[src/rtl/i2c_pkg.sv]
// Shared constants and FSM state encoding for the I2C master arbiter.
package i2c_pkg;

    localparam int I2C_ADDR_W = 7;
    localparam int I2C_DATA_W = 8;

    localparam logic [2:0] ST_IDLE_ENC     = 3'd0;
    localparam logic [2:0] ST_ISSUE_ENC    = 3'd1;
    localparam logic [2:0] ST_WAIT_ENC     = 3'd2;
    localparam logic [2:0] ST_RESP_ENC     = 3'd3;
    localparam logic [2:0] ST_COOLDOWN_ENC = 3'd4;

    typedef enum logic [2:0] {
        ST_IDLE     = ST_IDLE_ENC,
        ST_ISSUE    = ST_ISSUE_ENC,
        ST_WAIT     = ST_WAIT_ENC,
        ST_RESP     = ST_RESP_ENC,
        ST_COOLDOWN = ST_COOLDOWN_ENC
    } state_t;

endpackage

[src/rtl/i2c_arbiter_rr_pick.sv]
// Combinational round-robin picker: first set request after last_i, wrapping modulo NREQ.
module rr_pick #(
    parameter int NREQ = 2,
    parameter int IDXW = (NREQ > 1) ? $clog2(NREQ) : 1
) (
    input  logic [NREQ-1:0] req_i,
    input  logic [IDXW-1:0] last_i,
    output logic            any_o,
    output logic [NREQ-1:0] grant_o,
    output logic [IDXW-1:0] idx_o
);

    logic [IDXW-1:0] cand;
    logic            found;

    // Walk candidates last+1 .. last+NREQ so the previous winner is checked last.
    always_comb begin
        grant_o = '0;
        idx_o   = '0;
        cand    = '0;
        found   = 1'b0;
        for (int k = 1; k <= NREQ; k++) begin
            cand = IDXW'((int'(last_i) + k) % NREQ);
            if (!found && req_i[cand]) begin
                found         = 1'b1;
                idx_o         = cand;
                grant_o[cand] = 1'b1;
            end
        end
    end

    assign any_o = found;

endmodule

[src/rtl/i2c_arbiter.sv]
// Round-robin arbiter sharing one i2c_master transaction engine between NREQ requesters.
module i2c_arbiter
    import i2c_pkg::*;
#(
    parameter int NREQ           = 2,
    parameter int TIMEOUT_CYCLES = 200000
) (
    input  logic                   clk,
    input  logic                   rst,
    input  logic [NREQ-1:0]        req_valid,
    output logic [NREQ-1:0]        req_ready,
    input  logic [NREQ-1:0]        req_rw,
    input  logic [7*NREQ-1:0]      req_addr,
    input  logic [8*NREQ-1:0]      req_byte_addr,
    input  logic [8*NREQ-1:0]      req_wdata,
    output logic [NREQ-1:0]        resp_valid,
    output logic [I2C_DATA_W-1:0]  resp_rdata,
    output logic                   resp_error,
    output logic                   m_start,
    output logic                   m_rw,
    output logic [I2C_ADDR_W-1:0]  m_addr,
    output logic [I2C_DATA_W-1:0]  m_byte_addr,
    output logic [I2C_DATA_W-1:0]  m_din,
    input  logic [I2C_DATA_W-1:0]  m_dout,
    input  logic                   m_byte_done,
    input  logic                   m_error,
    output logic                   m_rst,
    output logic                   busy
);

    localparam int IDXW = (NREQ > 1) ? $clog2(NREQ) : 1;
    localparam int WD_W = (TIMEOUT_CYCLES > 1) ? $clog2(TIMEOUT_CYCLES) : 1;
    localparam logic [WD_W-1:0] WD_LAST = WD_W'(TIMEOUT_CYCLES - 1);

    state_t                 state_q,      state_d;
    logic [IDXW-1:0]        last_grant_q, last_grant_d;
    logic [NREQ-1:0]        grant_oh_q,   grant_oh_d;
    logic                   rw_q,         rw_d;
    logic [I2C_ADDR_W-1:0]  addr_q,       addr_d;
    logic [I2C_DATA_W-1:0]  byte_addr_q,  byte_addr_d;
    logic [I2C_DATA_W-1:0]  din_q,        din_d;
    logic [I2C_DATA_W-1:0]  rdata_q,      rdata_d;
    logic                   error_q,      error_d;
    logic [WD_W-1:0]        wd_q,         wd_d;

    logic                   pick_any;
    logic [NREQ-1:0]        pick_oh;
    logic [IDXW-1:0]        pick_idx;

    rr_pick #(
        .NREQ (NREQ),
        .IDXW (IDXW)
    ) u_rr_pick (
        .req_i   (req_valid),
        .last_i  (last_grant_q),
        .any_o   (pick_any),
        .grant_o (pick_oh),
        .idx_o   (pick_idx)
    );

    always_ff @(posedge clk or posedge rst) begin
        if (rst) begin
            state_q      <= ST_IDLE;
            last_grant_q <= IDXW'(NREQ - 1);
            grant_oh_q   <= '0;
            rw_q         <= 1'b0;
            addr_q       <= '0;
            byte_addr_q  <= '0;
            din_q        <= '0;
            rdata_q      <= '0;
            error_q      <= 1'b0;
            wd_q         <= '0;
        end else begin
            state_q      <= state_d;
            last_grant_q <= last_grant_d;
            grant_oh_q   <= grant_oh_d;
            rw_q         <= rw_d;
            addr_q       <= addr_d;
            byte_addr_q  <= byte_addr_d;
            din_q        <= din_d;
            rdata_q      <= rdata_d;
            error_q      <= error_d;
            wd_q         <= wd_d;
        end
    end

    // Command fields only change on a grant, so the master sees them stable for the whole transaction.
    always_comb begin
        state_d      = state_q;
        last_grant_d = last_grant_q;
        grant_oh_d   = grant_oh_q;
        rw_d         = rw_q;
        addr_d       = addr_q;
        byte_addr_d  = byte_addr_q;
        din_d        = din_q;
        rdata_d      = rdata_q;
        error_d      = error_q;
        wd_d         = wd_q;
        req_ready    = '0;
        resp_valid   = '0;
        m_start      = 1'b0;
        m_rst        = 1'b0;

        case (state_q)
            ST_IDLE: begin
                if (pick_any) begin
                    req_ready    = pick_oh;
                    grant_oh_d   = pick_oh;
                    last_grant_d = pick_idx;
                    rw_d         = req_rw[pick_idx];
                    addr_d       = req_addr[pick_idx*I2C_ADDR_W +: I2C_ADDR_W];
                    byte_addr_d  = req_byte_addr[pick_idx*I2C_DATA_W +: I2C_DATA_W];
                    din_d        = req_wdata[pick_idx*I2C_DATA_W +: I2C_DATA_W];
                    state_d      = ST_ISSUE;
                end
            end
            ST_ISSUE: begin
                m_start = 1'b1;
                wd_d    = '0;
                state_d = ST_WAIT;
            end
            ST_WAIT: begin
                wd_d = wd_q + WD_W'(1);
                if (m_error) begin
                    error_d = 1'b1;
                    state_d = ST_RESP;
                end else if (m_byte_done) begin
                    rdata_d = m_dout;
                    error_d = 1'b0;
                    state_d = ST_RESP;
                end else if (wd_q == WD_LAST) begin
                    error_d = 1'b1;
                    m_rst   = 1'b1;
                    state_d = ST_RESP;
                end
            end
            ST_RESP: begin
                resp_valid = grant_oh_q;
                state_d    = ST_COOLDOWN;
            end
            // A long DONE level must drop before the next grant, or it would complete two transactions.
            ST_COOLDOWN: begin
                if (!m_byte_done && !m_error) begin
                    state_d = ST_IDLE;
                end
            end
            default: begin
                state_d = ST_IDLE;
            end
        endcase
    end

    assign m_rw        = rw_q;
    assign m_addr      = addr_q;
    assign m_byte_addr = byte_addr_q;
    assign m_din       = din_q;
    assign resp_rdata  = rdata_q;
    assign resp_error  = error_q;
    assign busy        = (state_q != ST_IDLE);

endmodule

[config.mk]
export PLATFORM = sky130hd
export DESIGN_NAME = i2c_arbiter
export DESIGN_NICKNAME = d
export VERILOG_FILES = /design/src/rtl/i2c_pkg.sv /design/src/rtl/i2c_arbiter_rr_pick.sv /design/src/rtl/i2c_arbiter.sv
export SDC_FILE = /design/constraint.sdc
export NUM_CORES = 1
export LEC_CHECK = 0
export BUFFER_PORTS_ARGS = -buffer_cell sky130_fd_sc_hd__buf_4
export CORE_ASPECT_RATIO = 1.25
export CORE_MARGIN = 10
export CORE_UTILIZATION = 32
export DETAILED_ROUTE_END_ITERATION = 10
export PLACE_DENSITY_LB_ADDON = 0.2
export REMOVE_ABC_BUFFERS = 1
export SLEW_MARGIN = 20
export SYNTH_ARGS = -nofsm -noshare
export SYNTH_HDL_FRONTEND = slang
export SYNTH_SLANG_ARGS = --single-unit
[constraint.sdc]
create_clock -name clk -period 4.8 [get_ports clk]
set_input_delay 0.48 -clock clk [delete_from_list [all_inputs] [get_ports clk]]
set_output_delay 0.48 -clock clk [all_outputs]
set_load 0.01 [all_outputs]
==> results.sh <==
export IMPL_synth_distinct_cells=39
export IMPL_finClkSkew_ns=0.007069
export IMPL_p_int_w=0.001264
export IMPL_yosys_warnings=0
export IMPL_r2r_worst_path_cells=4
export IMPL_clockBufferDepth=2
export IMPL_crit_chain="nor4bb_1 -> and3_1 -> nand4_1 -> nor4_1 -> buf_4"
export IMPL_ant_nets=0
export IMPL_arrival_ns=1.85
export IMPL_drv_cap=0
export IMPL_power_w=0.001953
export IMPL_most_common_layout_cells="buf_4, dfrtp_1, nand2_1"
export IMPL_drtIter0Drc=65
export IMPL_fin_nets=421
export IMPL_pin_count=102
export IMPL_htreeDepth=3
export IMPL_seq_area_frac_synth_pct=52.90
export IMPL_ctsResizeCount=0
export IMPL_final_area_um2=3747
export IMPL_peakVddDrop_v=0.0002405
export IMPL_setup_viol=0
export IMPL_clock_sinks=57
export IMPL_worst_pin_slew_ns=0.7447
export IMPL_timing_final_crit_share_pct=48.64
export IMPL_post_dp_cell_area_um2=3553
export IMPL_wl_per_cell_um=15.24
export IMPL_end_kind="primary output"
export IMPL_cts_hold_fix_buffers=0
export IMPL_wl_um=7011
export IMPL_place_congestion=0.7243
export IMPL_syn_avg_cell_area_um2=10.58
export IMPL_synth_seq_cells=57
export IMPL_grt_pass1_wl_um=11630
export IMPL_hold_class="input pin to asynchronous set/reset pin"
export IMPL_worstPathRequired_ns=4.32
export IMPL_die_w_um=102.1
export IMPL_design_core_area_um2=8240
export IMPL_final_common_cell="buf_4"
export IMPL_finalHoldViolCount=0
export IMPL_grt_overflow=0
export IMPL_numCtsBuffers=9
export IMPL_area_delta_synth_final_pct=38.85
export IMPL_hpwlAfterDp_um=5341
export IMPL_slowest_stage="dfrtp_1"
export IMPL_pwr_share_seq_pct=39.0
export IMPL_reg2reg_from="state_q[0]$_DFFE_PP0P_"
export IMPL_leakagePower_nw=1.892
export IMPL_slew_viol_final=0
export IMPL_tns_ns=0
export IMPL_drt_pass1_iter_count=4
export IMPL_drt_met1_wl_um=2937
export IMPL_fmaxAchievable_ghz=0.4283
export IMPL_final_cells=460
export IMPL_worst_slew_margin_rel_pct=50.35
export IMPL_dr_wl_met3_um=612
export IMPL_rrSetupSlack_ns=2.82
export IMPL_worst_setup_path_type="flop to primary output"
export IMPL_grt_pass1_vias=2410
export IMPL_grt_max_degree=58
export IMPL_power_density_nw_per_um2=521.1
export IMPL_io_buffers=101
export IMPL_drc=0
export IMPL_status="completed"
export IMPL_vias=2238
export IMPL_antenna_found_initial=0
export IMPL_routed_wl_met2_um=3363
export IMPL_rsz0062_at_grt="false"
export IMPL_cp_startpoint="wd_q[9]$_DFFE_PP0P_"
export IMPL_dieArea_um2=12530
export IMPL_combPwrFrac_pct=39.0
export IMPL_grtUsageTotal_pct=11.86
export IMPL_hold_ws_ns=0.3576
export IMPL_root_buffer="clkbuf_8"
export IMPL_clkPwrFrac_pct=22.1
export IMPL_p_sw_w=0.0006886
export IMPL_post_cts_buffers=0
export IMPL_cts_tree="yes"
export IMPL_final_period_minus_worst_setup_slack_ns=2.335
export IMPL_avgViaCountPerCell=4.865
export IMPL_start_kind="flop"
export IMPL_r2r_end="wd_q[17]$_DFFE_PP0P_"
export IMPL_row_count=37
export IMPL_synth_cells=255
export IMPL_switching_share_pct=35.26
export IMPL_clk_latency_ns=0.33
export IMPL_die_height_um=122.7
export IMPL_start_util_pct=32.75
export IMPL_syn_cell_area_um2=2699
export IMPL_drive_gt1_share_pct=37.74
export IMPL_clkTransAtPathRegs_ns=0.06
export IMPL_cpPeakStageDelay_ns=0.43
export IMPL_antenna_cells=0
export IMPL_top_layer_used="met4"
export IMPL_cp_max_fo=7
export IMPL_placed_cells=444
## routing by layer
layer	GRT usage, %	up-vias
li1	-	1105
met3	6.802	4
met5	0	-
met1	13.50	1049
met2	17.49	80
met4	5.742	0
## layout make-up
cell class / count / area (um^2)
flip-flops and latches: 57 / 1428
multi-input cells: 177 / 1190
clock buffers: 15 / 186.4
inverters: 9 / 33.78
clock inverters: 1 / 7.507
well taps: 97 / 121.4
repair buffers: 104 / 780.7
fillers: 812 / 4493
## logic make-up after synthesis
kind of cell	after synthesis	share of synthesized area (%)
AOI/OAI and AO/OA	46	9.411
muxes	42	15.95
and+or+nand+nor	88	17.71
DFF	57	52.90
adders and majority gates	1	0.4635
buffers and inverters	21	3.570
## through the flow
stage	utilization (%)	setup WS, ns
6_report	45.48	2.465
5_1_grt	45.48	2.280
4_1_cts	45.48	2.437
3_5_place_dp	43.12	2.806
3_3_place_gp	43.12	2.809
2_1_floorplan	-	0.8585
## sequential cells by signal (all words and copies together), names as in the netlist
signal	flops
wd_q	18
m_byte_addr	8
m_din	8
resp_rdata	8
m_addr	7
state_q	3
grant_oh_q	2
last_grant_q	1
m_rw	1
resp_error	1
## cells in the mapped netlist (all sizes together)
master / number / area (um^2)
mux2i: 34 / 340.3
dfstp: 1 / 26.28
ha: 1 / 12.51
a21boi: 1 / 7.510
and4: 1 / 8.760
and2: 1 / 6.260
nand3b: 2 / 15.01
nor4bb: 1 / 10.01
or3: 1 / 6.260
nor2: 7 / 26.28
inv: 9 / 33.78
o31ai: 2 / 15.01
nor3b: 1 / 12.51
o21ai: 34 / 170.2
a21o: 2 / 15.01
nor4: 4 / 61.31
a22o: 1 / 8.760
nor3: 3 / 15.01
or3b: 2 / 17.52
or4: 1 / 7.510
mux2: 8 / 90.09
nor4b: 2 / 17.52
a21oi: 3 / 15.01
buf: 4 / 32.53
nand4: 6 / 43.79
dfrtp: 56 / 1401
nand3: 6 / 30.03
clkbuf: 8 / 30.03
or2: 2 / 12.52
o211ai: 3 / 22.52
and3: 3 / 18.77
nand2: 45 / 168.9
## worst max-delay path: cells and delay by family, from the launching register on
family,cells,cell delay [ns]
buf+inv,1,0.17
simple gates,4,0.93
flops,1,0.43
## worst max-delay path by stage
stage | slack (ns) | endpoint | cells past startpoint
6_report | 2.47 | m_rst | 5
5_1_grt | 2.28 | m_rst | 5
4_1_cts | 2.44 | m_rst | 5
3_5_place_dp | 2.81 | wd_q[17]$_DFFE_PP0P_ | 4
3_3_place_gp | 2.81 | m_rst | 5
2_1_floorplan | 0.86 | req_ready[1] | 2
## power by group through the flow
stage | Clock, W | Sequential [W] | Combinational (W)
after global routing | 0.000473 | 0.000784 | 0.000860
after detailed placement | 0 | 0.000766 | 0.000786
after floorplan | 0 | 0.000816 | 0.000329
final | 0.000431 | 0.000761 | 0.000761
after CTS | 0.000449 | 0.000761 | 0.000785
after global placement | 0 | 0.000759 | 0.000782
(Power assumes the default switching activity.)
